`src/rtl/value_to_pwm.sv`:
```
// value_to_pwm: turns an 8-bit command value into a servo/ESC PWM frame stream
// on the 1 MHz us_clk. The high time of each frame is fixed when that frame starts.
// A value change therefore only takes effect at the next frame boundary.
module value_to_pwm #(
  parameter int unsigned MIN_PWM_TIME_HIGH_US = 1000,
  parameter int unsigned MAX_PWM_TIME_HIGH_US = 2000,
  parameter int unsigned PERIOD_US            = 20000,
  parameter int unsigned PWM_TIME_BIT_WIDTH   = 16
) (
  input  logic                          us_clk,
  input  logic                          resetn,
  input  logic [7:0]                    value_in,
  input  logic                          value_valid,
  input  logic                          enable,
  output logic                          pwm_out,
  output logic                          frame_start,
  output logic [PWM_TIME_BIT_WIDTH-1:0] active_high_us
);

  localparam int unsigned W = PWM_TIME_BIT_WIDTH;
  localparam logic [W-1:0] MIN_W    = W'(MIN_PWM_TIME_HIGH_US);
  localparam logic [W-1:0] MAX_W    = W'(MAX_PWM_TIME_HIGH_US);
  localparam logic [W-1:0] PERIOD_W = W'(PERIOD_US);
  localparam logic [W-1:0] ONE_W    = W'(1);
  localparam logic [W-1:0] ZERO_W   = W'(0);

  typedef enum logic [1:0] {
    ST_IDLE = 2'd0,
    ST_HIGH = 2'd1,
    ST_LOW  = 2'd2
  } state_e;

  // High time for a command value: MIN + 4*value, saturated at MAX.
  function automatic logic [W-1:0] calc_high_time(input logic [7:0] v);
    logic [W-1:0] t;
    t = MIN_W + W'({v, 2'b00});
    if (t > MAX_W) begin
      return MAX_W;
    end else begin
      return t;
    end
  endfunction

  state_e       state_q, state_d;
  logic [W-1:0] counter_q, counter_d;
  logic [W-1:0] active_q, active_d;
  logic [7:0]   shadow_q, shadow_d;
  logic         pwm_q, pwm_d;
  logic         frame_start_q, frame_start_d;

  // Next-state logic: shadow capture, frame latch and the IDLE/HIGH/LOW sequencing.
  always_comb begin
    state_d       = state_q;
    counter_d     = counter_q;
    active_d      = active_q;
    pwm_d         = pwm_q;
    frame_start_d = 1'b0;

    // The frame latch below reads shadow_q, so a write on the latch edge
    // lands one frame later.
    if (value_valid) begin
      shadow_d = value_in;
    end else begin
      shadow_d = shadow_q;
    end

    case (state_q)
      ST_IDLE: begin
        pwm_d     = 1'b0;
        counter_d = ZERO_W;
        if (enable) begin
          active_d      = calc_high_time(shadow_q);
          counter_d     = ONE_W;
          pwm_d         = 1'b1;
          frame_start_d = 1'b1;
          state_d       = ST_HIGH;
        end else begin
          state_d = ST_IDLE;
        end
      end
      ST_HIGH: begin
        counter_d = counter_q + ONE_W;
        if (counter_q == active_q) begin
          pwm_d   = 1'b0;
          state_d = ST_LOW;
        end else begin
          pwm_d   = 1'b1;
          state_d = ST_HIGH;
        end
      end
      ST_LOW: begin
        if (counter_q == PERIOD_W) begin
          if (enable) begin
            // Back-to-back frame: no idle gap between periods.
            active_d      = calc_high_time(shadow_q);
            counter_d     = ONE_W;
            pwm_d         = 1'b1;
            frame_start_d = 1'b1;
            state_d       = ST_HIGH;
          end else begin
            counter_d = ZERO_W;
            pwm_d     = 1'b0;
            state_d   = ST_IDLE;
          end
        end else begin
          counter_d = counter_q + ONE_W;
          pwm_d     = 1'b0;
          state_d   = ST_LOW;
        end
      end
      default: begin
        counter_d = ZERO_W;
        pwm_d     = 1'b0;
        state_d   = ST_IDLE;
      end
    endcase
  end

  // State and output registers; reset forces the output low immediately.
  always_ff @(posedge us_clk or negedge resetn) begin
    if (!resetn) begin
      state_q       <= ST_IDLE;
      counter_q     <= ZERO_W;
      active_q      <= MIN_W;
      shadow_q      <= 8'd0;
      pwm_q         <= 1'b0;
      frame_start_q <= 1'b0;
    end else begin
      state_q       <= state_d;
      counter_q     <= counter_d;
      active_q      <= active_d;
      shadow_q      <= shadow_d;
      pwm_q         <= pwm_d;
      frame_start_q <= frame_start_d;
    end
  end

  assign pwm_out        = pwm_q;
  assign frame_start    = frame_start_q;
  assign active_high_us = active_q;

endmodule

```
`config.mk`:
```
export PLATFORM = sky130hd
export DESIGN_NAME = value_to_pwm
export DESIGN_NICKNAME = d
export VERILOG_FILES = /design/src/rtl/value_to_pwm.sv
export SDC_FILE = /design/constraint.sdc
export NUM_CORES = 1
export LEC_CHECK = 0
export BUFFER_PORTS_ARGS = -buffer_cell sky130_fd_sc_hd__buf_2
export CAP_MARGIN = 30
export CORE_AREA = 2 2 84 86
export CTS_CLUSTER_SIZE = 30
export DETAILED_ROUTE_END_ITERATION = 12
export DIE_AREA = 0 0 86 88
export PLACE_DENSITY_LB_ADDON = 0.1
export SETUP_SLACK_MARGIN = 0.05
export SYNTH_ARGS = -nofsm -noshare
export SYNTH_HDL_FRONTEND = slang
export SYNTH_SLANG_ARGS = --single-unit
```
`constraint.sdc`:
```
create_clock -name us_clk -period 4.5 [get_ports us_clk]
set_clock_uncertainty 0.2 [all_clocks]
set_input_delay 0.225 -clock us_clk [delete_from_list [all_inputs] [get_ports us_clk]]
set_output_delay 0.225 -clock us_clk [all_outputs]
set_load 0.1 [all_outputs]
```
* Word-level counts from Yosys, hierarchy flattened
Cells that the tools add are included. Widths: inputs -> output; s select.
Cells by class: multipliers 0, shifts and indexed selects 0, muxes and demuxes 16, order comparisons 1, equality and inequality tests 5, bitwise gates (word level) 0, div/mod/pow operators 0, reductions and logical operators 3, $add $sub $neg 2
Operators by type and width (count):
- $mux 16 | 3
- $pmux 16 s3 | 1
- $pmux 16 s2 | 1
- $add 16x1->16 const B | 1
- $eq 16x15->1 const B | 1
- $eq 16x16->1 | 1
- $add 10x10->11 const A | 1
- $gt 11x11->1 const B | 1
- $mux 11 | 1
- $pmux 2 s3 | 1
- $mux 1 | 5
- $mux 2 | 2
- $pmux 1 s3 | 1
- $eq 2x1->1 const B | 1
- $eq 2x2->1 const B | 1
- $logic_not 2->1 | 1
- $ne 2x2->1 const B | 1
- $pmux 1 s2 | 1
- $reduce_and 2->1 | 1
- $reduce_bool 2->1 | 1
Storage, ports and cells: output and inout port bits 18, bits in read-only memories 0, bits of input ports 12, bits in registers 44, latch bits 0, memories kept 0, memory bits (writable) 0, logic and storage cells 33

* Depth between registers and ports, before layout
Gate-level depths: netlist (run 1).
word-level depth 6, mapped depth 9, mapped depth without buffers 8

* Worst setup path before layout (run 1)
OpenSTA, ideal clock, no wires.
path kind register to register, from reg shadow_q[1], to reg active_q[4], in the netlist active_high_us[4], setup slack 2.348 ns, data arrival time 1.828 ns, buffers on the path 0, library setup time 0.124 ns, stages on the path, launching flop included 7, required time 4.176 ns, cell sequence dfrtp_1 ha_1 or3_4 mux2_4 a32oi_1 a211oi_2 o31a_1
On the way: longest elaborated chain between the ends 6
RTL lines:
- start, declared | line 47 | logic [7:0] shadow_q, shadow_d;
- start signal, assigned | line 132 | shadow_q <= shadow_d;
- $add 10x10->11 * | line 36 | t = MIN_W + W'({v, 2'b00});
- $gt 11x11->1 | line 37 | if (t > MAX_W) begin
- $mux 11 * | line 37
- $mux 16 * | line 93 | if (enable) begin
- $mux 16 | line 92 | if (counter_q == PERIOD_W) begin
- $pmux 16 s2 * | line 67 | case (state_q)
- end signal, assigned | line 131 | active_q <= active_d;
- end, declared | line 46 | logic [W-1:0] active_q, active_d;
Every way passes the cells marked *; elsewhere a longest branch is shown, timed or not. The select of a mux whose other input is x is not followed. A chain may end at the register's enable or synchronous reset.

* Worst setup path in the final report (run 1)
from reg counter_q[0], to reg counter_q[0]
On the way: longest elaborated chain between the ends 3
RTL lines:
- start, declared | line 45 | logic [W-1:0] counter_q, counter_d;
- start signal, assigned | line 130 | counter_q <= counter_d;
- $add 16x1->16 / $eq 16x15->1 (equally long branches) | line 82, 106, 92
- $mux 16 | line 92
- $pmux 16 s3 * | line 67
- named net counter_d[0] | line 45
The timed path passes the listed nets; every way through them passes the cells marked *.

==> impl_metrics.json, run 1 <==
{
  "postPlaceCellArea_sq_um": 2050,
  "synth_edf_count": 0,
  "via_per_inst": 4.47,
  "routed-via-count": 1346,
  "min_from": "value_valid",
  "synth_compound_area_share_pct": 8.14,
  "grt_pass1_vias": 1355,
  "holdWs_ns": 0.0692,
  "rsz0062_at_grt": "false",
  "r2r.worst_path.cells": 7,
  "htree_levels": 2,
  "clock_latency_ns": 0.28,
  "clk_pin_slew_ns": 0.07,
  "groute.layer.met2.usage_pct": 21.4,
  "syn_to_final_growth_pct": 16.1,
  "fin_crit_sh_pct": 53.5,
  "fin_area_sq_um": 2230,
  "clock.fmax_mhz": 416,
  "antenna_found_initial": 0,
  "synth_cell_types": 42,
  "dpl.hpwl_microns": 3000,
  "internal-power_w": 0.000686,
  "synthCells": 191,
  "dieArea_sq_um": 7570,
  "synth_top_family_by_area": "simple AND/OR/NAND/NOR gates",
  "yosysWarnings": 0,
  "ys.flop_type": "dfrtp_1",
  "portBuffers": 22,
  "drv_cap": 0,
  "die_x_microns": 86,
  "required_ns": 4.44,
  "cp_data_arrival_time_ns": 2.34,
  "gr-usage-met1_pct": 14.8,
  "p_per_area_nw_per_um2": 630,
  "clkSinkCount": 36,
  "p_leak_nw": 0.950,
  "power.share.switching_pct": 51.2,
  "synthSimpleGateAreaFrac_pct": 19.0,
  "rrSetupSlack_ns": 2.09,
  "min_path_type": "primary input to flop",
  "numCtsBuffers": 5,
  "route.antenna.remaining_nets": 0,
  "clockBufferDepth": 2,
  "antennaDiodeCount": 0,
  "slew_headroom_pct": 44.7,
  "boundaryPins": 30,
  "syn_area_per_cell_sq_um": 10.1,
  "cts_root_buf": "clkbuf_8",
  "grt_pass1_wl_microns": 6960,
  "synth.most_common_cell": "dfrtp_1",
  "initial_utilization_pct": 28.9,
  "core_sq_um": 6640,
  "r2r-end": "counter_q[0]$_DFF_PN0_",
  "busiest_layer": "met2",
  "die_h_microns": 88,
  "synthMuxAreaShare_pct": 4.88,
  "overflow": 0,
  "drtIter0Drc": 56,
  "wl_microns": 4150,
  "r2r_start": "counter_q[0]$_DFF_PN0_",
  "synth.yosys.seq_area_share_pct": 47.3,
  "grt_max_degree": 37,
  "tightest_slew_ns": 0.829,
  "finalNetCount": 235,
  "synth_seq_cells": 36,
  "finalSetupViolCount": 0,
  "yosys-top-cells-area": "dfrtp_1, dfstp_2, xnor2_1",
  "finalCriticalPeriod_ns": 2.41,
  "grtUsageTotal_pct": 12.1,
  "holdPathEnd": "shadow_q[0]$_DFFE_PN0P_",
  "power_frac_comb_pct": 47.4,
  "drive_gt1_share_pct": 21.7,
  "gp_congestion": 0.707,
  "yosys-top-cells-count": "dfrtp_1, nor2_1, nand2_1, xnor2_1",
  "vdd_drop_max_mv": 0.307,
  "crit_fanout": 17,
  "synth_top_area_cell": "dfrtp_1",
  "syn-cell-area_sq_um": 1920,
  "crit_type": "flop to flop",
  "grt_util_met3_pct": 2.83,
  "yosys.area_share.adder_pct": 1.95,
  "synth-async-reset-ratio_pct": 100,
  "drc": 0,
  "yosysTopAreaCellShare_pct": 39.1,
  "hold_violations": 0,
  "switching_power_w": 0.000719,
  "routedWlPerCell_microns": 13.8,
  "status": "complete, no violations",
  "seq_power_share_pct": 35.5,
  "drt_pass1_iterations": 2,
  "cp-end-kind": "flop",
  "drv_slew": 0,
  "tritoncts": "done",
  "holdPathStages": 2,
  "p_clk_share_pct": 17.1,
  "fin_tns_setup_ns": 0,
  "crit_path_start_kind": "flop",
  "std_cell_rows": 30,
  "synth_xor_area_share_pct": 11.8
}
sequential cells by signal, indices dropped and copies added (netlist names):
name            cells
active_high_us      9
state_q             1
counter_q          16
shadow_q            8
frame_start         1
pwm_out             1
layer usage:
metal | vias up | share of wire (%)
met3 | 2 | 3.0
li1 | 690 | -
met2 | 24 | 50
met4 | 0 | 0.67
met1 | 630 | 46
met5 | - | 0
worst max path at each step:
stage,from,cells past startpoint,slack [ns],endpoint
6_report,counter_q[0]$_DFF_PN0_,7,2.09,counter_q[0]$_DFF_PN0_
4_1_cts,counter_q[0]$_DFF_PN0_,7,2.02,counter_q[0]$_DFF_PN0_
3_3_place_gp,counter_q[0]$_DFF_PN0_,7,2.10,counter_q[0]$_DFF_PN0_
5_1_grt,counter_q[0]$_DFF_PN0_,7,1.78,counter_q[0]$_DFF_PN0_
2_1_floorplan,shadow_q[1]$_DFFE_PN0P_,6,2.35,active_high_us[4]$_DFFE_PN0P_
3_5_place_dp,counter_q[0]$_DFF_PN0_,7,2.03,counter_q[0]$_DFF_PN0_
area by class of cell:
| class | count | area, sq um |
|---|---|---|
| Sequential cell | 36 | 908 |
| Clock buffer | 8 | 90.1 |
| Tap cell | 80 | 100 |
| Timing Repair Buffer | 31 | 200 |
| Inverter | 7 | 26.3 |
| Fill cell | 687 | 4410 |
| Multi-Input combinational cell | 139 | 907 |
what timing repair did:
action | CTS | global route
endpoints found under the hold margin | 38 | 0
hold buffers | 9 | 0
gates resized for setup | 0 | 0
setup buffers | 0 | 0
worst max-delay path, stage by stage (launching register included):
cell and delay [ns]:
dfrtp_1 0.42, inv_1 0.07, ha_1 0.14, nor4b_1 0.34
nand4_1 0.17, nor3b_1 0.18, a21oi_2 0.57, o21ai_0 0.15
cells by family after synthesis:
kind of cell / count (synthesis)
compound gates: 22
xor+xnor: 26
fa+ha+maj: 3
buf+inv: 22
flops: 36
mux: 8
other cells: 1
simple gates: 73
power groups by stage:
stage               clock (W)  combinational, W  sequential (W)
floorplan                   0          0.000258        0.000822
global placement            0          0.000670        0.000510
detailed placement          0          0.000667        0.000511
CTS                  0.000250          0.000675        0.000505
global route         0.000265          0.000713        0.000517
finish               0.000240          0.000666        0.000499
stage by stage:
stage	util, %	setup WS (ns)	power [W]	std cells
floorplan	-	2.35	0.00108	197
CTS	33.6	2.02	0.00143	301
detailed placement	30.9	2.03	0.00118	284
global route	33.6	1.78	0.00149	301
finish	33.6	2.09	0.00141	301
global placement	30.9	2.10	0.00118	284
placed cells by master (no fill, tap or decap), types with 4 or more instances in the layout:
master          n
nand3_1         9
inv_1           6
nor2_1         25
o21ai_0         4
mux2_2          7
xor2_1          9
nand2_1        17
o21ai_1         5
buf_2          22
conb_1          7
dfrtp_1        30
nand4_1         5
dlygate4sd3_1   9
xnor2_1        17
clkbuf_8        6
dfstp_2         6
Note: power is estimated with default switching activity, not from simulation.
==> run 2, diff against run 1 <==
Clock period 4.5 ns to 2.3 ns, I/O delays scaled along.
==> run 2 against run 1 <==
Compared with the run above: largest cell class is now multi-input gates; critical endpoint is now active_high_us[4]$_DFFE_PN0P_; hold slack worse by 0.035 ns; register-to-register slack got worse by 2.0 ns; largest power group unchanged; die area is the same; critical path type unchanged; global-route usage is 0.42 points higher; sequential power grew 91%; via count grew 11%.
==> impl_metrics.json, run 2 (synthesis gave the netlist of run 1 again) <==
{
  "status": "complete, no violations",
  "r2r-end": "active_high_us[4]$_DFFE_PN0P_",
  "clkSinkCount": 36,
  "grtUsageTotal_pct": 12.5,
  "clk_pin_slew_ns": 0.07,
  "fin_tns_setup_ns": 0,
  "boundaryPins": 30,
  "tightest_slew_ns": 0.818,
  "tritoncts": "done",
  "finalWorstSetupSlack_ns": 0.115,
  "antenna_found_initial": 0,
  "routed-via-count": 1496,
  "die_h_microns": 88,
  "htree_levels": 2,
  "clock_latency_ns": 0.28,
  "min_from": "value_valid",
  "dp_cells": 300,
  "r2r.worst_path.cells": 6,
  "post-route-util_pct": 36.6,
  "rrSetupSlack_ns": 0.12,
  "crit_path_start_kind": "flop",
  "grt_pass1_wl_microns": 7360,
  "finalSetupViolCount": 0,
  "vdd_drop_max_mv": 0.533,
  "fin_area_sq_um": 2430,
  "crit_fanout": 4,
  "route.antenna.remaining_nets": 0,
  "core_sq_um": 6640,
  "final_common_cell": "dfrtp_1",
  "syn_to_final_growth_pct": 26.7,
  "finalCriticalPeriod_ns": 2.18,
  "cp-end-kind": "flop",
  "routedWlPerCell_microns": 13.3,
  "postPlaceCellArea_sq_um": 2170,
  "regMostFlops": "counter_q",
  "r2r_start": "shadow_q[2]$_DFFE_PN0P_",
  "drv_cap": 0,
  "rsz0062_at_grt": "false",
  "crit_type": "flop to flop",
  "min_path_type": "primary input to flop",
  "std_cell_rows": 30,
  "clockBufferDepth": 2,
  "cp_data_arrival_time_ns": 2.15,
  "overflow": 0,
  "fin_crit_sh_pct": 95.0,
  "wl_microns": 4290,
  "drive_gt1_share_pct": 30.2,
  "hold_violations": 0,
  "finalNetCount": 256,
  "drtIter0Drc": 48,
  "p_per_area_nw_per_um2": 1180,
  "largest_reg_flops": 16,
  "cts_root_buf": "clkbuf_8",
  "pre_cts_ws_ns": 0.0795,
  "slew_headroom_pct": 45.5,
  "p_leak_nw": 1.06,
  "holdPathStages": 2,
  "clock.fmax_mhz": 458,
  "die_x_microns": 86,
  "dieArea_sq_um": 7570,
  "numCtsBuffers": 5,
  "drt_pass1_iterations": 5,
  "holdPathEnd": "shadow_q[1]$_DFFE_PN0P_",
  "instances_no_fill": 322,
  "grt_pass1_vias": 1537,
  "final_cell_mix": "dfrtp_1, nor2_1, buf_2",
  "drc": 0,
  "antennaDiodeCount": 0,
  "required_ns": 2.27,
  "grt_max_degree": 37,
  "dpl.hpwl_microns": 3130,
  "via_per_inst": 4.65,
  "drv_slew": 0,
  "gp_congestion": 0.745,
  "initial_utilization_pct": 28.9,
  "portBuffers": 22
}
[run 2: metrics by stage]
stage	hold slack [ns]	power, W
floorplan	-0.381	0.00211
global placement	0.0728	0.00240
detailed placement	0.0712	0.00240
CTS	0.0344	0.00289
global route	0.0599	0.00304
finish	0.0346	0.00287
[run 2: critical path, cell delays in order, from the launching register on]
cell and delay [ns]:
dfrtp_1 0.43, ha_4 0.19, or3_4 0.36, mux2_4 0.31
a32oi_2 0.22, a211oi_2 0.08, o31a_1 0.27
[run 2: worst max-delay path by stage]
| stage | start | end | slack [ns] | cells past startpoint |
|---|---|---|---|---|
| after floorplan | shadow_q[1]$_DFFE_PN0P_ | active_high_us[4]$_DFFE_PN0P_ | 0.15 | 6 |
| after global placement | counter_q[2]$_DFF_PN0_ | active_high_us[4]$_DFFE_PN0P_ | 0.11 | 4 |
| after detailed placement | counter_q[0]$_DFF_PN0_ | active_high_us[4]$_DFFE_PN0P_ | 0.08 | 6 |
| after CTS | shadow_q[2]$_DFFE_PN0P_ | active_high_us[4]$_DFFE_PN0P_ | 0.06 | 6 |
| after global routing | shadow_q[2]$_DFFE_PN0P_ | active_high_us[4]$_DFFE_PN0P_ | 0.05 | 6 |
| final | shadow_q[2]$_DFFE_PN0P_ | active_high_us[4]$_DFFE_PN0P_ | 0.12 | 6 |
[run 2: metal layers]
metal / wire length, microns / GRT usage [%]
met4: 25 / 3.03
met3: 187 / 3.11
met1: 1820 / 14.6
met2: 2250 / 23.1
met5: 0 / 0
[run 2: layout make-up]
cell class              instances  area, sq um
clock buffers                   8         90.1
inverters                       7         26.3
repair buffers                 52          363
flip-flops and latches         36          908
fillers                       671         4210
multi-input cells             139          947
well taps                      80          100
[run 2: where the power goes]
| group | internal, W | switching (W) | total [W] |
|---|---|---|---|
| sequential | 0.000810 | 0.000144 | 0.000955 |
| clock | 0.000244 | 0.000219 | 0.000463 |
| combinational | 0.000384 | 0.00107 | 0.00145 |
| total | 0.00144 | 0.00143 | 0.00287 |
[run 2: timing repair]
action,CTS,global route
hold buffers,11,0
resized for setup,0,7
endpoints found under the hold margin,38,0
buffers inserted,0,3
endpoints found under the setup margin,0,9
==> run 3, diff against run 2 <==
Settings changed: PLACE_DENSITY_LB_ADDON 0.1 to 0.05.
==> run 3 against run 2 <==
Compared with the run above: maximum frequency is 1.4% higher; utilization is 0.49 points lower; hold slack worse by 0.011 ns; clock power is 0.9% higher; first-iteration DRC count is 54% higher; sequential share of layout area is 0.51 points higher; via count is 1.5% lower; critical path depth stayed put; die area stayed put; flip-flop and latch count stayed put; clock-buffer cell count stayed put; critical endpoint unchanged; largest power group unchanged; highest routed layer unchanged.
==> impl_metrics.json, run 3 (synthesis gave the netlist of run 1 again) <==
{
  "p_leak_nw": 1.05,
  "final_common_cell": "dfrtp_1",
  "status": "complete, no violations",
  "clock_latency_ns": 0.29,
  "clk_pin_slew_ns": 0.07,
  "holdPathStages": 2,
  "syn_to_final_growth_pct": 25.0,
  "min_path_type": "primary input to flop",
  "initial_utilization_pct": 28.9,
  "cp-end-kind": "flop",
  "routed-via-count": 1473,
  "finalCriticalPeriod_ns": 2.15,
  "antenna_found_initial": 0,
  "grt_pass1_wl_microns": 7300,
  "seq_power_share_pct": 33.4,
  "crit_fanout": 4,
  "holdPathEnd": "shadow_q[3]$_DFFE_PN0P_",
  "finalNetCount": 253,
  "boundaryPins": 30,
  "portBuffers": 22,
  "grt_pass1_vias": 1525,
  "met1Wirelength_microns": 1790,
  "p_per_area_nw_per_um2": 1180,
  "rrSetupSlack_ns": 0.15,
  "cts_root_buf": "clkbuf_8",
  "std_cell_rows": 30,
  "p_clk_share_pct": 16.5,
  "r2r_start": "shadow_q[1]$_DFFE_PN0P_",
  "die_h_microns": 88,
  "drv_slew": 0,
  "routedWlPerCell_microns": 13.5,
  "crit_type": "flop to flop",
  "hold_violations": 0,
  "via_per_inst": 4.62,
  "drtIter0Drc": 74,
  "grtUsageTotal_pct": 12.6,
  "pre_cts_ws_ns": 0.0791,
  "min_from": "value_valid",
  "power_w": 0.00283,
  "finalSetupViolCount": 0,
  "wl_met2_microns": 2310,
  "fill_cells": 676,
  "antennaDiodeCount": 0,
  "slew_headroom_pct": 44.0,
  "crit_path_start_kind": "flop",
  "tightest_slew_ns": 0.841,
  "clock.fmax_mhz": 464,
  "finalWorstSetupSlack_ns": 0.146,
  "clkSinkCount": 36,
  "switching_power_w": 0.00143,
  "htree_levels": 2,
  "cp_data_arrival_time_ns": 2.13,
  "fin_tns_setup_ns": 0,
  "drv_cap": 0,
  "overflow": 0,
  "r2r-end": "active_high_us[4]$_DFFE_PN0P_",
  "grt_max_degree": 37,
  "drive_gt1_share_pct": 29.3,
  "final_cell_mix": "dfrtp_1, nor2_1, buf_2",
  "drc": 0,
  "die_x_microns": 86,
  "gp_congestion": 0.782,
  "wl_met3_microns": 150,
  "core_sq_um": 6640,
  "regMostFlops": "counter_q",
  "clockBufferDepth": 2,
  "largest_reg_flops": 16,
  "power.share.switching_pct": 50.3,
  "tritoncts": "done",
  "wl_microns": 4320,
  "power_frac_comb_pct": 50.1,
  "numCtsBuffers": 5,
  "required_ns": 2.28,
  "fin_crit_sh_pct": 93.6,
  "r2r.worst_path.cells": 6,
  "dieArea_sq_um": 7570,
  "drt_pass1_iterations": 4,
  "top_layer": "met4",
  "rsz0062_at_grt": "false",
  "internal-power_w": 0.00141,
  "vdd_drop_max_mv": 0.490,
  "dpl.hpwl_microns": 3150,
  "route.antenna.remaining_nets": 0
}
==> run 3: metrics by stage <==
step	utilization (%)	std cells	hold slack, ns	area, sq um
detailed placement	32.6	299	0.0724	2160
global route	36.2	319	0.0365	2400
finish	36.2	319	0.0232	2400
global placement	32.6	299	0.0544	2160
CTS	35.6	318	0.0281	2360
floorplan	-	197	-0.381	1940
==> run 3: critical path, cell delays in order, from the launching register on <==
cell      delay (ns)
dfrtp_1         0.39
ha_2            0.21
or3_4           0.37
mux2_4          0.31
a32oi_2         0.22
a211oi_2        0.08
o31a_1          0.26
==> run 3: worst max-delay path by stage <==
stage | from | endpoint | cells after the start
2_1_floorplan | shadow_q[1]$_DFFE_PN0P_ | active_high_us[4]$_DFFE_PN0P_ | 6
3_3_place_gp | counter_q[0]$_DFF_PN0_ | active_high_us[4]$_DFFE_PN0P_ | 6
3_5_place_dp | counter_q[0]$_DFF_PN0_ | active_high_us[4]$_DFFE_PN0P_ | 6
4_1_cts | counter_q[0]$_DFF_PN0_ | active_high_us[4]$_DFFE_PN0P_ | 6
5_1_grt | shadow_q[1]$_DFFE_PN0P_ | active_high_us[4]$_DFFE_PN0P_ | 6
6_report | shadow_q[1]$_DFFE_PN0P_ | active_high_us[4]$_DFFE_PN0P_ | 6
==> run 3: power by group through the flow <==
| stage | registers [W] | clock network (W) | logic (W) |
|---|---|---|---|
| 3_5_place_dp | 0.000968 | 0 | 0.00141 |
| 2_1_floorplan | 0.00161 | 0 | 0.000504 |
| 6_report | 0.000948 | 0.000467 | 0.00142 |
| 3_3_place_gp | 0.000962 | 0 | 0.00141 |
| 4_1_cts | 0.000955 | 0.000486 | 0.00143 |
| 5_1_grt | 0.000974 | 0.000528 | 0.00152 |
==> run 3: timing repair <==
item	CTS	global route
endpoints found under the setup margin	0	11
gates resized for setup	0	6
endpoints found under the hold margin	38	0
hold buffers	11	0
buffers inserted	0	1
==> run 3: area by class of cell <==
type                            count  area (sq um)  area share (%)
Clock buffer                        8          90.1            3.75
Inverter                            7          26.3            1.09
Multi-Input combinational cell    139           937            39.0
Sequential cell                    36           908            37.8
Tap cell                           80           100            4.17
Timing Repair Buffer               49           340            14.2
==> run 3: routing by layer <==
| metal | global-route usage (%) | up-vias |
|---|---|---|
| met4 | 4.47 | 0 |
| met5 | 0 | - |
| met1 | 13.7 | 707 |
| li1 | - | 731 |
| met2 | 23.5 | 28 |
| met3 | 3.30 | 7 |
